$ cat src/rtl/simple_cpu_if.sv
// Program-load and debug-observation bundle for simple_cpu.
// CPU_FLAG_PORTS_EN adds flag_n/flag_z/flag_v mirrors of the internal flags.
interface simple_cpu_if;
  logic       prog_we;
  logic [3:0] prog_addr;
  logic [7:0] prog_data;
  logic       instr_valid;
  logic [7:0] instr;
  logic [3:0] pc;
  logic [7:0] reg_a;
  logic [7:0] reg_b;
  logic [7:0] reg_c;
  logic [7:0] reg_d;
  logic       halted;
`ifdef CPU_FLAG_PORTS_EN
  logic       flag_n;
  logic       flag_z;
  logic       flag_v;

  modport master (
    output prog_we, prog_addr, prog_data,
    input  instr_valid, instr, pc, reg_a, reg_b, reg_c, reg_d, halted, flag_n, flag_z, flag_v
  );
  modport slave (
    input  prog_we, prog_addr, prog_data,
    output instr_valid, instr, pc, reg_a, reg_b, reg_c, reg_d, halted, flag_n, flag_z, flag_v
  );
`else
  modport master (
    output prog_we, prog_addr, prog_data,
    input  instr_valid, instr, pc, reg_a, reg_b, reg_c, reg_d, halted
  );
  modport slave (
    input  prog_we, prog_addr, prog_data,
    output instr_valid, instr, pc, reg_a, reg_b, reg_c, reg_d, halted
  );
`endif
endinterface

$ cat src/rtl/simple_cpu.sv
// Two-cycle-per-instruction 8-bit CPU with 16x8 unified memory and registers A-D.
// Optional macro CPU_FLAG_PORTS_EN exposes the N/Z/V flags on the interface.
module simple_cpu #(
  parameter int unsigned MEM_DEPTH = 16,
  parameter int unsigned DATA_W    = 8
) (
  input logic         clk,
  input logic         rst_n,
  simple_cpu_if.slave bus
);

  typedef enum logic [1:0] {StFetch, StExec, StHalt} state_e;

  state_e            state_q, state_d;
  logic [DATA_W-1:0] mem [MEM_DEPTH];
  logic [3:0]        pc_int_q, pc_int_d, pc_q, pc_d;
  logic [DATA_W-1:0] instr_q, instr_d;
  logic [DATA_W-1:0] regs_q [4];
  logic [DATA_W-1:0] regs_d [4];
  logic              flag_n_q, flag_n_d, flag_z_q, flag_z_d, flag_v_q, flag_v_d;
  logic              mem_we;
  logic [3:0]        opcode, operand;
  logic [1:0]        rx, ry;
  logic [DATA_W-1:0] alu_x, alu_y, alu_res;
  logic              alu_v;

  assign opcode  = instr_q[7:4];
  assign operand = instr_q[3:0];
  assign rx      = operand[3:2];
  assign ry      = operand[1:0];

  always_ff @(posedge clk) begin
    if (!rst_n) state_q <= StFetch;
    else        state_q <= state_d;
  end

  always_comb begin
    state_d = state_q;
    unique case (state_q)
      StFetch: state_d = StExec;
      StExec:  state_d = (opcode == 4'b0001) ? StHalt : StFetch;
      StHalt:  state_d = StHalt;
      default: state_d = StFetch;
    endcase
  end

  always_comb begin
    bus.instr_valid = (state_q == StExec);
    bus.halted      = (state_q == StHalt);
  end

  // Signed overflow: operands agree in sign (ADD) or differ (SUB) and the result sign flips.
  always_comb begin
    alu_x   = regs_q[rx];
    alu_y   = regs_q[ry];
    alu_res = '0;
    alu_v   = 1'b0;
    unique case (opcode[1:0])
      2'b00: begin
        alu_res = alu_x + alu_y;
        alu_v   = (alu_x[7] == alu_y[7]) && (alu_res[7] != alu_x[7]);
      end
      2'b01: begin
        alu_res = alu_x - alu_y;
        alu_v   = (alu_x[7] != alu_y[7]) && (alu_res[7] != alu_x[7]);
      end
      2'b10:   alu_res = alu_x & alu_y;
      default: alu_res = alu_x | alu_y;
    endcase
  end

  always_comb begin
    pc_int_d = pc_int_q;
    pc_d     = pc_q;
    instr_d  = instr_q;
    regs_d   = regs_q;
    flag_n_d = flag_n_q;
    flag_z_d = flag_z_q;
    flag_v_d = flag_v_q;
    mem_we   = 1'b0;
    case (state_q)
      StFetch: begin
        instr_d  = mem[pc_int_q];
        pc_d     = pc_int_q;
        pc_int_d = pc_int_q + 4'd1;
      end
      StExec: begin
        case (opcode[3:2])
          2'b00: begin
            if (opcode[1:0] == 2'b10 || (opcode[1:0] == 2'b11 && flag_n_q)) pc_int_d = operand;
          end
          2'b01: regs_d[opcode[1:0]] = mem[operand];
          2'b10: mem_we = 1'b1;
          default: begin
            regs_d[rx] = alu_res;
            flag_n_d   = alu_res[7];
            flag_z_d   = (alu_res == '0);
            flag_v_d   = alu_v;
          end
        endcase
      end
      default: ;
    endcase
  end

  always_ff @(posedge clk) begin
    if (!rst_n) begin
      pc_int_q <= '0;
      pc_q     <= '0;
      instr_q  <= '0;
      regs_q   <= '{default: '0};
      flag_n_q <= 1'b0;
      flag_z_q <= 1'b0;
      flag_v_q <= 1'b0;
    end else begin
      pc_int_q <= pc_int_d;
      pc_q     <= pc_d;
      instr_q  <= instr_d;
      regs_q   <= regs_d;
      flag_n_q <= flag_n_d;
      flag_z_q <= flag_z_d;
      flag_v_q <= flag_v_d;
    end
  end

  // Memory survives reset; the program port is only live while reset is held.
  always_ff @(posedge clk) begin
    if (!rst_n) begin
      if (bus.prog_we) mem[bus.prog_addr] <= bus.prog_data;
    end else if (mem_we) begin
      mem[operand] <= regs_q[opcode[1:0]];
    end
  end

  assign bus.instr = instr_q;
  assign bus.pc    = pc_q;
  assign bus.reg_a = regs_q[0];
  assign bus.reg_b = regs_q[1];
  assign bus.reg_c = regs_q[2];
  assign bus.reg_d = regs_q[3];
`ifdef CPU_FLAG_PORTS_EN
  assign bus.flag_n = flag_n_q;
  assign bus.flag_z = flag_z_q;
  assign bus.flag_v = flag_v_q;
`endif

endmodule

$ cat src/flat_wrapper.sv
// flat-port wrapper written by rule: the top's interface ports become plain ports
module simple_cpu_flat 
#(
  parameter int unsigned MEM_DEPTH = 16,
  parameter int unsigned DATA_W    = 8
)
  (clk, rst_n, bus_prog_we, bus_prog_addr, bus_prog_data, bus_instr_valid, bus_instr, bus_pc, bus_reg_a, bus_reg_b, bus_reg_c, bus_reg_d, bus_halted);
  simple_cpu_if bus_i ();
  input logic clk;
  input logic rst_n;
  input wire logic [$bits(bus_i.prog_we)-1:0] bus_prog_we;
  input wire logic [$bits(bus_i.prog_addr)-1:0] bus_prog_addr;
  input wire logic [$bits(bus_i.prog_data)-1:0] bus_prog_data;
  output wire logic [$bits(bus_i.instr_valid)-1:0] bus_instr_valid;
  output wire logic [$bits(bus_i.instr)-1:0] bus_instr;
  output wire logic [$bits(bus_i.pc)-1:0] bus_pc;
  output wire logic [$bits(bus_i.reg_a)-1:0] bus_reg_a;
  output wire logic [$bits(bus_i.reg_b)-1:0] bus_reg_b;
  output wire logic [$bits(bus_i.reg_c)-1:0] bus_reg_c;
  output wire logic [$bits(bus_i.reg_d)-1:0] bus_reg_d;
  output wire logic [$bits(bus_i.halted)-1:0] bus_halted;
  assign bus_i.prog_we = bus_prog_we;
  assign bus_i.prog_addr = bus_prog_addr;
  assign bus_i.prog_data = bus_prog_data;
  assign bus_instr_valid = bus_i.instr_valid;
  assign bus_instr = bus_i.instr;
  assign bus_pc = bus_i.pc;
  assign bus_reg_a = bus_i.reg_a;
  assign bus_reg_b = bus_i.reg_b;
  assign bus_reg_c = bus_i.reg_c;
  assign bus_reg_d = bus_i.reg_d;
  assign bus_halted = bus_i.halted;
  simple_cpu #(.MEM_DEPTH(MEM_DEPTH), .DATA_W(DATA_W)) u_core (.clk(clk), .rst_n(rst_n), .bus(bus_i));
endmodule
$ cat config.mk
export PLATFORM = sky130hd
export DESIGN_NAME = simple_cpu_flat
export DESIGN_NICKNAME = d
export VERILOG_FILES = /design/src/rtl/simple_cpu_if.sv /design/src/rtl/simple_cpu.sv /design/src/flat_wrapper.sv
export SDC_FILE = /design/constraint.sdc
export NUM_CORES = 1
export LEC_CHECK = 0
export ABC_CLOCK_PERIOD_IN_PS = 9600
export CAP_MARGIN = 20
export CORE_MARGIN = 5
export CORE_UTILIZATION = 50
export CTS_BUF_LIST = sky130_fd_sc_hd__clkbuf_8
export CTS_CLUSTER_DIAMETER = 120
export DETAILED_ROUTE_END_ITERATION = 8
export PLACE_DENSITY_LB_ADDON = 0.12
export SLEW_MARGIN = 20
export SYNTH_ARGS = -nofsm -noshare
export SYNTH_HDL_FRONTEND = slang
export SYNTH_SLANG_ARGS = --single-unit
$ cat constraint.sdc
create_clock -name clk -period 9.6 [get_ports clk]
set_input_delay 1.44 -clock clk [delete_from_list [all_inputs] [get_ports clk]]
set_output_delay 1.44 -clock clk [all_outputs]
set_load 0.05 [all_outputs]
# Yosys cells after proc, flatten, opt, wreduce, memory -nomap -nowiden

Memories as Yosys holds them, arrays and structs flattened. A register that Yosys moved wholly into a read port is not among the register bits.
Index checks and enable logic that the tools add are counted.

Register bits after elaboration: 43
RAM bits: 128
Bits of input ports: 15
Memories: 1

Memories:

| memory     | depth | width | rd ports | clocked after memory_dff | write ports | RTL line         | RTL |
|---|---|---|---|---|---|---|---|
| u_core.mem | 16    | 8     | 2        | 1                        | 1           | simple_cpu.sv:15 | `logic [DATA_W-1:0] mem [MEM_DEPTH];` |

Add/subtract/negate cells: 3
$lt $le $gt $ge: 5
Eq/ne operators: 10
Mux-type cells: 33
Bitwise gates (word level): 7
Reduce and logical (&&, ||, !) cells: 15

Operator list:

| kind                  | count |
|---|---|
| $mux W8               | 9 |
| $bwmux W32            | 2 |
| $pmux W32 S2          | 1 |
| $bmux W8 S2           | 3 |
| $demux W8 S2          | 2 |
| $pmux W8 S3           | 1 |
| $mux W4               | 3 |
| $ge A3 B3 Y1 const B  | 3 |
| $mux W1               | 9 |
| $not A2 Y3            | 3 |
| $add A8 B8 Y8         | 1 |
| $and A8 B8 Y8         | 1 |
| $eq A2 B2 Y1 const B  | 4 |
| $or A8 B8 Y8          | 1 |
| $pmux W4 S2           | 1 |
| $reduce_or A8 Y1      | 1 |
| $sub A8 B8 Y8         | 1 |
| $eq A2 B1 Y1 const B  | 3 |
| $logic_not A2 Y1      | 3 |
| $lt A3 B1 Y1 const B  | 2 |
| $pmux W2 S3           | 1 |
| $add A4 B1 Y4 const B | 1 |
| $eq A4 B1 Y1 const B  | 1 |
| $ne A2 B1 Y1 const B  | 2 |
| other kinds (10)      | 14 |

# Depth between registers and ports, before layout

Gate-level depths: netlist (run 1).

Depth after elaboration: 8
Gate-level depth with buffers: 15
Mapped depth without buffers: 14

# Worst setup path after synthesis (run 1)

OpenSTA, ideal clock, no wires.

Path kind: register to register
From: register u_core.instr_q[2] (netlist: u_core.bus.instr[2]) (read register of u_core.mem)
To: register u_core.regs_q, in the netlist u_core.bus.reg_a[6]
Arrival: 4.017 ns
Data required time: 9.478 ns
Setup slack: 5.461 ns
Cell stages (with the launch flop): 15
Clock period less this slack: 4.139 ns
Cell sequence: dfxtp_1 > buf_2 > buf_1 > mux4_2 > inv_1 > ha_1 > inv_1 > fa_1 > a21o_1 > a21oi_1 > o21bai_1 > a2111o_1 > o221a_2 > a221oi_1 > nor2_1

Word-level cells in the longest chain between the ends: 8
Elaborated cells between the ends (all ways): 18
Those cells by class: add/sub: 2; order compare: 2; mux: 9; bitwise: 3; reduce/logical: 1; memory: 1

Ends and longest elaborated chain:

| what                                        | RTL line                           | RTL |
|---|---|---|
| from (decl)                                 | simple_cpu.sv:17                   | `logic [DATA_W-1:0] instr_q, instr_d;` |
| $not A2 Y3 (implied by the code)            | simple_cpu.sv:54, simple_cpu.sv:95 |  |
| $bmux W8 S2                                 | simple_cpu.sv:54                   | `alu_x = regs_q[rx];` |
| $mux W8 (implied by the code) (2 in series) | simple_cpu.sv:54                   |  |
| $sub A8 B8 Y8, or another cell as far along | simple_cpu.sv:64                   | `alu_res = alu_x - alu_y;` |
| $pmux W8 S3                                 | simple_cpu.sv:58                   | `unique case (opcode[1:0])` |
| $bwmux W32                                  | simple_cpu.sv:95                   | `regs_d[rx] = alu_res;` |
| $pmux W32 S2 (*)                            | simple_cpu.sv:88                   | `case (opcode[3:2])` |
| to (signal assigned)                        | simple_cpu.sv:119                  | `regs_q <= regs_d;` |
| to (decl)                                   | simple_cpu.sv:18                   | `logic [DATA_W-1:0] regs_q [4];` |

Every way passes the cells marked *; elsewhere a longest branch is shown, timed or not. The select of a mux whose other input is x is not followed.
A chain may end at the register's enable or synchronous reset.

# Worst setup path after layout (run 1)

From: register u_core.instr_q[0] (netlist: u_core.bus.instr[0]) (read register of u_core.mem)
To: register u_core.regs_q, in the netlist u_core.bus.reg_a[6]

Word-level cells in the longest chain between the ends: 8
Elaborated cells between the ends (all ways): 13
Those cells by class: add/sub: 2; mux: 7; bitwise: 3; memory: 1

Ends and longest elaborated chain:

| what                                        | RTL line         | RTL |
|---|---|---|
| $not A2 Y3 (implied by the code)            | simple_cpu.sv:55 | `alu_y = regs_q[ry];` |
| $bmux W8 S2                                 | simple_cpu.sv:55 |  |
| $mux W8 (implied by the code) (2 in series) | simple_cpu.sv:55 |  |
| $sub A8 B8 Y8, or another cell as far along | simple_cpu.sv:64 |  |
| $pmux W8 S3                                 | simple_cpu.sv:58 |  |
| $bwmux W32                                  | simple_cpu.sv:95 |  |
| $pmux W32 S2 (*)                            | simple_cpu.sv:88 |  |

Marked as above.

==> results of run 1 <==
final cells by class:
class / count / share of cell area, %
flip-flops and latches: 179 / 45.52
repair buffers: 73 / 6.529
inverters: 16 / 0.5616
well taps: 234 / 2.738
multi-input cells: 427 / 40.79
clock buffers: 17 / 2.188
clock inverters: 15 / 1.673
routing by layer:
metal,global-route usage [%],up-vias
li1,-,2779
met1,33.95,3300
met2,38.56,318
met3,5.089,56
met4,10.72,0
met5,0,-
tightest hold or removal path, stage by stage (launching register included):
cell and delay [ps]:
dfxtp_1 320, nand2_1 50, a21oi_1 50
power by group through the flow:
stage          clock network, uW  logic, uW  registers, uW
6_report                     540        485            869
5_1_grt                      584        513            871
4_1_cts                      550        484            868
3_5_place_dp                   0        483            886
3_3_place_gp                   0        480            885
2_1_floorplan                  0        323            906
worst paths after layout:
path,startpoint,endpoint,cells after the start,slack (ps)
min,u_core.bus.pc[0],u_core.bus.pc[0],2,460
min reg2reg,u_core.bus.pc[0],u_core.bus.pc[0],2,460
max,u_core.bus.instr[0],u_core.bus.reg_a[6],14,5340
max reg2reg,u_core.bus.instr[0],u_core.bus.reg_a[6],14,5340
per-stage QoR:
step	area (um^2)	util, %	hold WS, ps	worst slack (ps)
after floorplan	9513	-	451.4	5461
after detailed placement	10280	54.96	451.0	5177
after global routing	10690	57.17	483.5	4979
after CTS	10690	57.17	468.6	5311
after global placement	10280	54.96	446.0	5157
final	10690	57.17	461.2	5337
cell usage in the layout, fill, tap and decap left out, types with 6 or more instances in the layout:
| master | count |
|---|---|
| a21oi_1 | 38 |
| edfxtp_1 | 128 |
| clkbuf_8 | 17 |
| o21a_1 | 6 |
| buf_4 | 13 |
| mux4_1 | 12 |
| inv_1 | 15 |
| nor2_1 | 41 |
| ha_1 | 11 |
| clkdlybuf4s50_1 | 60 |
| o21ai_0 | 23 |
| nor2b_1 | 8 |
| nand3_1 | 11 |
| dfxtp_1 | 48 |
| nor3_1 | 9 |
| a221oi_1 | 6 |
| xnor2_1 | 7 |
| mux4_2 | 92 |
| a22oi_1 | 16 |
| mux2_2 | 8 |
| o22ai_1 | 8 |
| nand2_1 | 60 |
cells by family after synthesis:
| logic type | count (synthesis) |
|---|---|
| fa+ha+maj | 17 |
| buf+inv | 60 |
| xor+xnor | 10 |
| mux | 116 |
| flops | 179 |
| compound gates | 129 |
| simple gates | 155 |
sequential cells by signal, indices dropped and copies added (netlist names):
signal            cells
u_core.bus.reg_c      8
u_core.bus.pc         4
u_core.bus.reg_a      8
u_core.bus.instr      8
u_core.flag_n_q       1
u_core.state_q        2
u_core.bus.reg_d      8
u_core.mem          128
u_core.bus.reg_b      8
u_core.pc_int_q       4
==> flow_summary_export.csv, run 1 <==
group,metric,value,unit
timing,fin_skew,18.92,ps
critical_path,worst_setup_path_end_kind,"register",
synthesis,synth-compound-area-share,8.812,%
synthesis,yosysSeqAreaShare,51.14,%
power_and_ir_drop,internal_power,1305,uW
routing,vias,6453,
finish,instances_no_fill,961,
power_and_ir_drop,report.power.total,1894,uW
critical_path,critPathMaxFanout,38,
synthesis,synth_edf_count,128,
synthesis,synthCells,666,
placement,hpwl,18640,um
clock_tree,clkSinkCount,179,
finish,fin_nets,741,
synthesis,synthFlopType,"edfxtp_1",
routing,wire_per_inst,27.52,um
clock_tree,cts_tree,"done",
timing,fin_crit_sh,44.40,%
clock_tree,ctsResizeCount,0,
power_and_ir_drop,power.switching,589.0,uW
clock_tree,post_cts_buffers,0,
grt,antenna_found_initial,0,
grt,grtUsageTotal,24.70,%
power_and_ir_drop,p_leak,0.003339,uW
finish,ff_latch_area,0.004868,mm^2
critical_path,cp.arrival,4620,ps
grt,grt_max_degree,40,
floorplan,start_util,50.86,%
timing,worst_slew_pin_slew,885.5,ps
synthesis,synthAdderAreaFrac,2.183,%
status,status,"finished clean",
power_and_ir_drop,combPwrFrac,25.6,%
floorplan,core,0.01871,mm^2
routing,wl_met2,12800,um
timing,min_period,4263,ps
timing,rsz0062_at_grt,"no",
floorplan,rows,50,
routing,postRouteAntennaNets,0,
synthesis,synthXorXnorAreaFrac,0.9207,%
synthesis,synth.area.top_cells,"edfxtp_1 (40%), mux4_2 (22%), dfxtp_1 (11%), mux4_1 (3.3%), nand2_1 (2.4%)",
routing,drtPass1Iterations,8,
timing,slew_viol_final,0,
critical_path,path_delay_family,"compound AO/OA/AOI/OAI gates",
synthesis,synth.top_cells.by_count,"edfxtp_1 (128), mux4_2 (92), nand2_1 (60), dfxtp_1 (51), nor2_1 (41)",
critical_path,cp_slowest_cell,"mux4_1",
grt,grt_overflow,0,
power_and_ir_drop,p_seq_share,45.9,%
clock_tree,postCtsHoldBufs,0,
placement,gp_congestion,0.8990,
synthesis,yosys_warnings,0,
clock_tree,htree_levels,4,
power_and_ir_drop,peakVddDrop,0.1022,mV
critical_path,crit_chain,"buf_4 > mux4_1 > inv_1 > ha_1 > nor2_1 > xnor2_1 > ha_1 > a21o_1 > a21oi_1 > o21bai_1 > a2111o_1 > o221a_2 > a221oi_1 > nor2_1",
power_and_ir_drop,swShare,31.10,%
synthesis,synth_top_area_cell,"edfxtp_1",
synthesis,synth_cell_types,58,
synthesis,muxShareOfSynthArea,26.46,%
timing,fmax,234.6,MHz
timing,finalSetupViolCount,0,
floorplan,io_pins,61,
placement,portBuffers,60,
synthesis,syn_nets,693,
timing,hold_viol,0,
placement,numPlacedInstances,929,
synthesis,synthSimpleGateAreaFrac,7.471,%
timing,fin_tns_setup,0,ps
synthesis,async_reset_ff_share,0,%
critical_path,crit_buf_inv,2,
grt,grt_pass1_wl,39940,um
routing,wl,26440,um
synthesis,synth_area,0.009513,mm^2
timing,slew_headroom,40.75,%
critical_path,slowest_delay,760,ps
critical_path,start_kind,"register",
synthesis,synth_top_family_by_area,"multiplexers",
clock_tree,clk_latency,460,ps
power_and_ir_drop,p_clk_share,28.5,%
grt,grt_pass1_vias,6337,
floorplan,die-area,0.02188,mm^2
clock_tree,clk_pin_slew,100,ps
hold_path,hp-class,"register to register",
clock_tree,cts-root-buf,"clkbuf_8",
routing,topRoutingLayerUsed,"met4",
synthesis,synth_most_common_cell,"edfxtp_1",
finish,n_fill_cell,1506,
routing,initialDrtViolationCount,676,
critical_path,cp.required,9950,ps
clock_tree,clock_path_buffers,2,
floorplan,die_h,147.9,um
routing,vias_per_cell,6.715,
synthesis,synth.avg_cell_area,14.28,um^2
routing,drc,0,
synthesis,synth_top_area_share,40.41,%
clock_tree,cts_buffers,17,
finish,area_delta_synth_final,12.42,%
floorplan,die_w,147.9,um
routing,route.met3.wl,2007,um
power_and_ir_drop,powerDensity,177.1,mW/mm^2
finish,diodes,0,
finish,multi_input_area,0.004362,mm^2
flow_run,cap_violations,0,
routing,met1_length,10540,um
synthesis,ys_ff_latch,179,
finish,layout-drive-gt1-share,21.46,%
critical_path,crit_type,"register to register",
Note: power is estimated with default switching activity, not from simulation.
==> inputs of run 2 (changes only) <==
ABC_CLOCK_PERIOD_IN_PS = 3450   (was 9600)
clock period = 3.45 ns   (was 9.6 ns; I/O delays follow)
==> run 2 against run 1 <==
Net effect: cell area increased by 2.7%; routed wire length shrank 1.3%; largest cell class unchanged; critical path depth fell by 1; sequential share of layout area fell by 1.1 points; worst setup slack got worse by 5200 ps; register-to-register slack got worse by 5200 ps; clock power increased to 2.5 times the previous value; critical path type unchanged; combinational power increased to 2.8 times the previous value; sequential power rose to 2.8 times the previous value.
==> flow_summary_export.csv, run 2 (synthesized netlist as in run 1, its figures left out) <==
group,metric,value,unit
floorplan,die_w,147.9,um
routing,wl,26090,um
critical_path,slowest_delay,590,ps
clock_tree,cts_tree,"done",
power_and_ir_drop,powerDensity,470.3,mW/mm^2
floorplan,io_pins,61,
timing,min_period,3302,ps
finish,fin_nets,779,
finish,final_common_cell,"edfxtp_1",
timing,slew_viol_final,0,
routing,drtPass1Iterations,8,
flow_run,cap_violations,0,
timing,finalSetupViolCount,0,
status,status,"finished clean",
hold_path,hp-class,"register to register",
timing,fin_tns_setup,0,ps
finish,n_fill_cell,1457,
finish,area_delta_synth_final,15.47,%
floorplan,start_util,50.86,%
critical_path,worst_setup_path_end_kind,"register",
power_and_ir_drop,peakVddDrop,0.2666,mV
grt,grt_max_degree,38,
placement,gp_congestion,0.9266,
power_and_ir_drop,p_clk_share,26.5,%
critical_path,reg2regPathDepth,13,
critical_path,reg2reg_to,"u_core.bus.reg_a[6]",
finish,largest_reg_flops,128,
timing,slew_headroom,36.66,%
power_and_ir_drop,p_leak,0.003535,uW
clock_tree,htree_levels,4,
finish,instances_no_fill,1000,
critical_path,crit_type,"register to register",
critical_path,reg2reg_slack,150,ps
power_and_ir_drop,combPwrFrac,26.4,%
clock_tree,post_cts_buffers,0,
clock_tree,cts-root-buf,"clkbuf_8",
placement,numPlacedInstances,967,
hold_path,holdPathEnd,"u_core.bus.pc[1]",
grt,grt_pass1_wl,40080,um
routing,vias,6623,
timing,whs,465.5,ps
critical_path,cp.arrival,3660,ps
grt,grtUsageTotal,24.07,%
timing,fin_crit_sh,95.70,%
clock_tree,cts_buffers,17,
timing,rsz0062_at_grt,"no",
critical_path,crit_chain,"mux4_1 > inv_1 > ha_1 > nor2_1 > xnor2_1 > ha_1 > a21o_1 > a21oi_2 > o21bai_1 > a2111o_1 > o221a_2 > a221oi_1 > nor2_1",
critical_path,r2r-start,"u_core.bus.instr[0]",
clock_tree,postCtsHoldBufs,0,
clock_tree,clk_pin_slew,100,ps
routing,drc,0,
power_and_ir_drop,report.power.total,5166,uW
floorplan,rows,50,
grt,grt_pass1_vias,6628,
routing,wire_per_inst,26.09,um
finish,layout-drive-gt1-share,26.41,%
timing,hold_viol,0,
critical_path,cp_slowest_cell,"mux4_1",
power_and_ir_drop,p_seq_share,47.1,%
power_and_ir_drop,swShare,31.91,%
grt,grt_overflow,0,
power_and_ir_drop,power.switching,1649,uW
critical_path,start_kind,"register",
finish,regMostFlops,"u_core.mem",
timing,fmax,302.9,MHz
power_and_ir_drop,internal_power,3518,uW
critical_path,crit_buf_inv,1,
critical_path,path_delay_family,"compound AO/OA/AOI/OAI gates",
placement,dp_slack,83.36,ps
clock_tree,clock_path_buffers,2,
clock_tree,clk_latency,460,ps
routing,postRouteAntennaNets,0,
placement,portBuffers,60,
floorplan,die_h,147.9,um
floorplan,core,0.01871,mm^2
hold_path,hold_path_depth,2,
grt,antenna_found_initial,1,
critical_path,cp.required,3810,ps
timing,worst_slew_pin_slew,943.8,ps
hold_path,min_from,"u_core.bus.pc[1]",
placement,hpwl,18630,um
timing,fin_skew,18.48,ps
routing,vias_per_cell,6.623,
routing,initialDrtViolationCount,681,
clock_tree,clkSinkCount,179,
finish,final_cell_mix,"edfxtp_1 (128), mux4_2 (92), nand2_1 (60), clkdlybuf4s50_1 (60), buf_4 (50)",
floorplan,die-area,0.02188,mm^2
timing,setup_ws,148.3,ps
critical_path,critPathMaxFanout,6,
-- run 2: cell types whose count changed in the layout (fill, tap and decap cells not counted), sizes merged --
cell    change
bufinv      -2
diode       +1
buf        +38
inv         +4
clkinv      -2
-- run 2: what timing repair did --
action / CTS / global route
resized for setup: 0 / 7
endpoints found under the setup margin: 0 / 9
hold endpoints to repair: 0 / 0
-- run 2: power by group through the flow --
stage | clock, uW | combinational (uW) | sequential (uW)
finish | 1370 | 1360 | 2430
global route | 1470 | 1450 | 2440
CTS | 1380 | 1350 | 2430
detailed placement | 0 | 1350 | 2480
global placement | 0 | 1320 | 2480
floorplan | 0 | 904 | 2520
-- run 2: cell type report --
type | instances | area (um^2) | area share, %
antenna | 1 | 2.502 | 0.02278
inverter | 16 | 60.06 | 0.5468
clock inverter | 15 | 130.1 | 1.185
multi-input combinational | 427 | 4393 | 39.99
tap | 234 | 292.8 | 2.665
clock buffer | 17 | 234.0 | 2.130
sequential | 179 | 4876 | 44.39
timing repair buffer | 111 | 996.0 | 9.067
-- run 2: layer usage --
layer  vias up  part of all wire, %  GRT usage (%)
met1      3375                   40          32.02
met5         -                    0              0
met4         0                  2.4          6.928
li1       2851                    -              -
met3        56                  7.3          3.955
met2       341                   51          41.25
-- run 2: per-stage QoR --
step	util, %	cell area (um^2)
2_1_floorplan	-	9535
5_1_grt	58.71	10980
6_report	58.72	10980
4_1_cts	58.56	10950
3_3_place_gp	56.62	10590
3_5_place_dp	56.62	10590
-- run 2: how the worst max path moves through the flow --
stage,startpoint,cells after the start,slack (ps),end
after floorplan,u_core.bus.instr[2],14,10,u_core.bus.reg_a[6]
final,u_core.bus.instr[0],13,150,u_core.bus.reg_a[6]
after CTS,u_core.bus.instr[0],12,80,u_core.bus.reg_b[5]
after detailed placement,u_core.bus.instr[0],12,80,u_core.bus.reg_b[5]
after global placement,u_core.bus.instr[0],12,180,u_core.bus.reg_d[5]
after global routing,u_core.bus.instr[0],13,9,u_core.flag_n_q
-- run 2: worst min-delay path, delay by kind of cell (launching register included) --
family | cells | cell delay [ps]
flops | 1 | 330
compound gates | 1 | 50
simple gates | 1 | 50
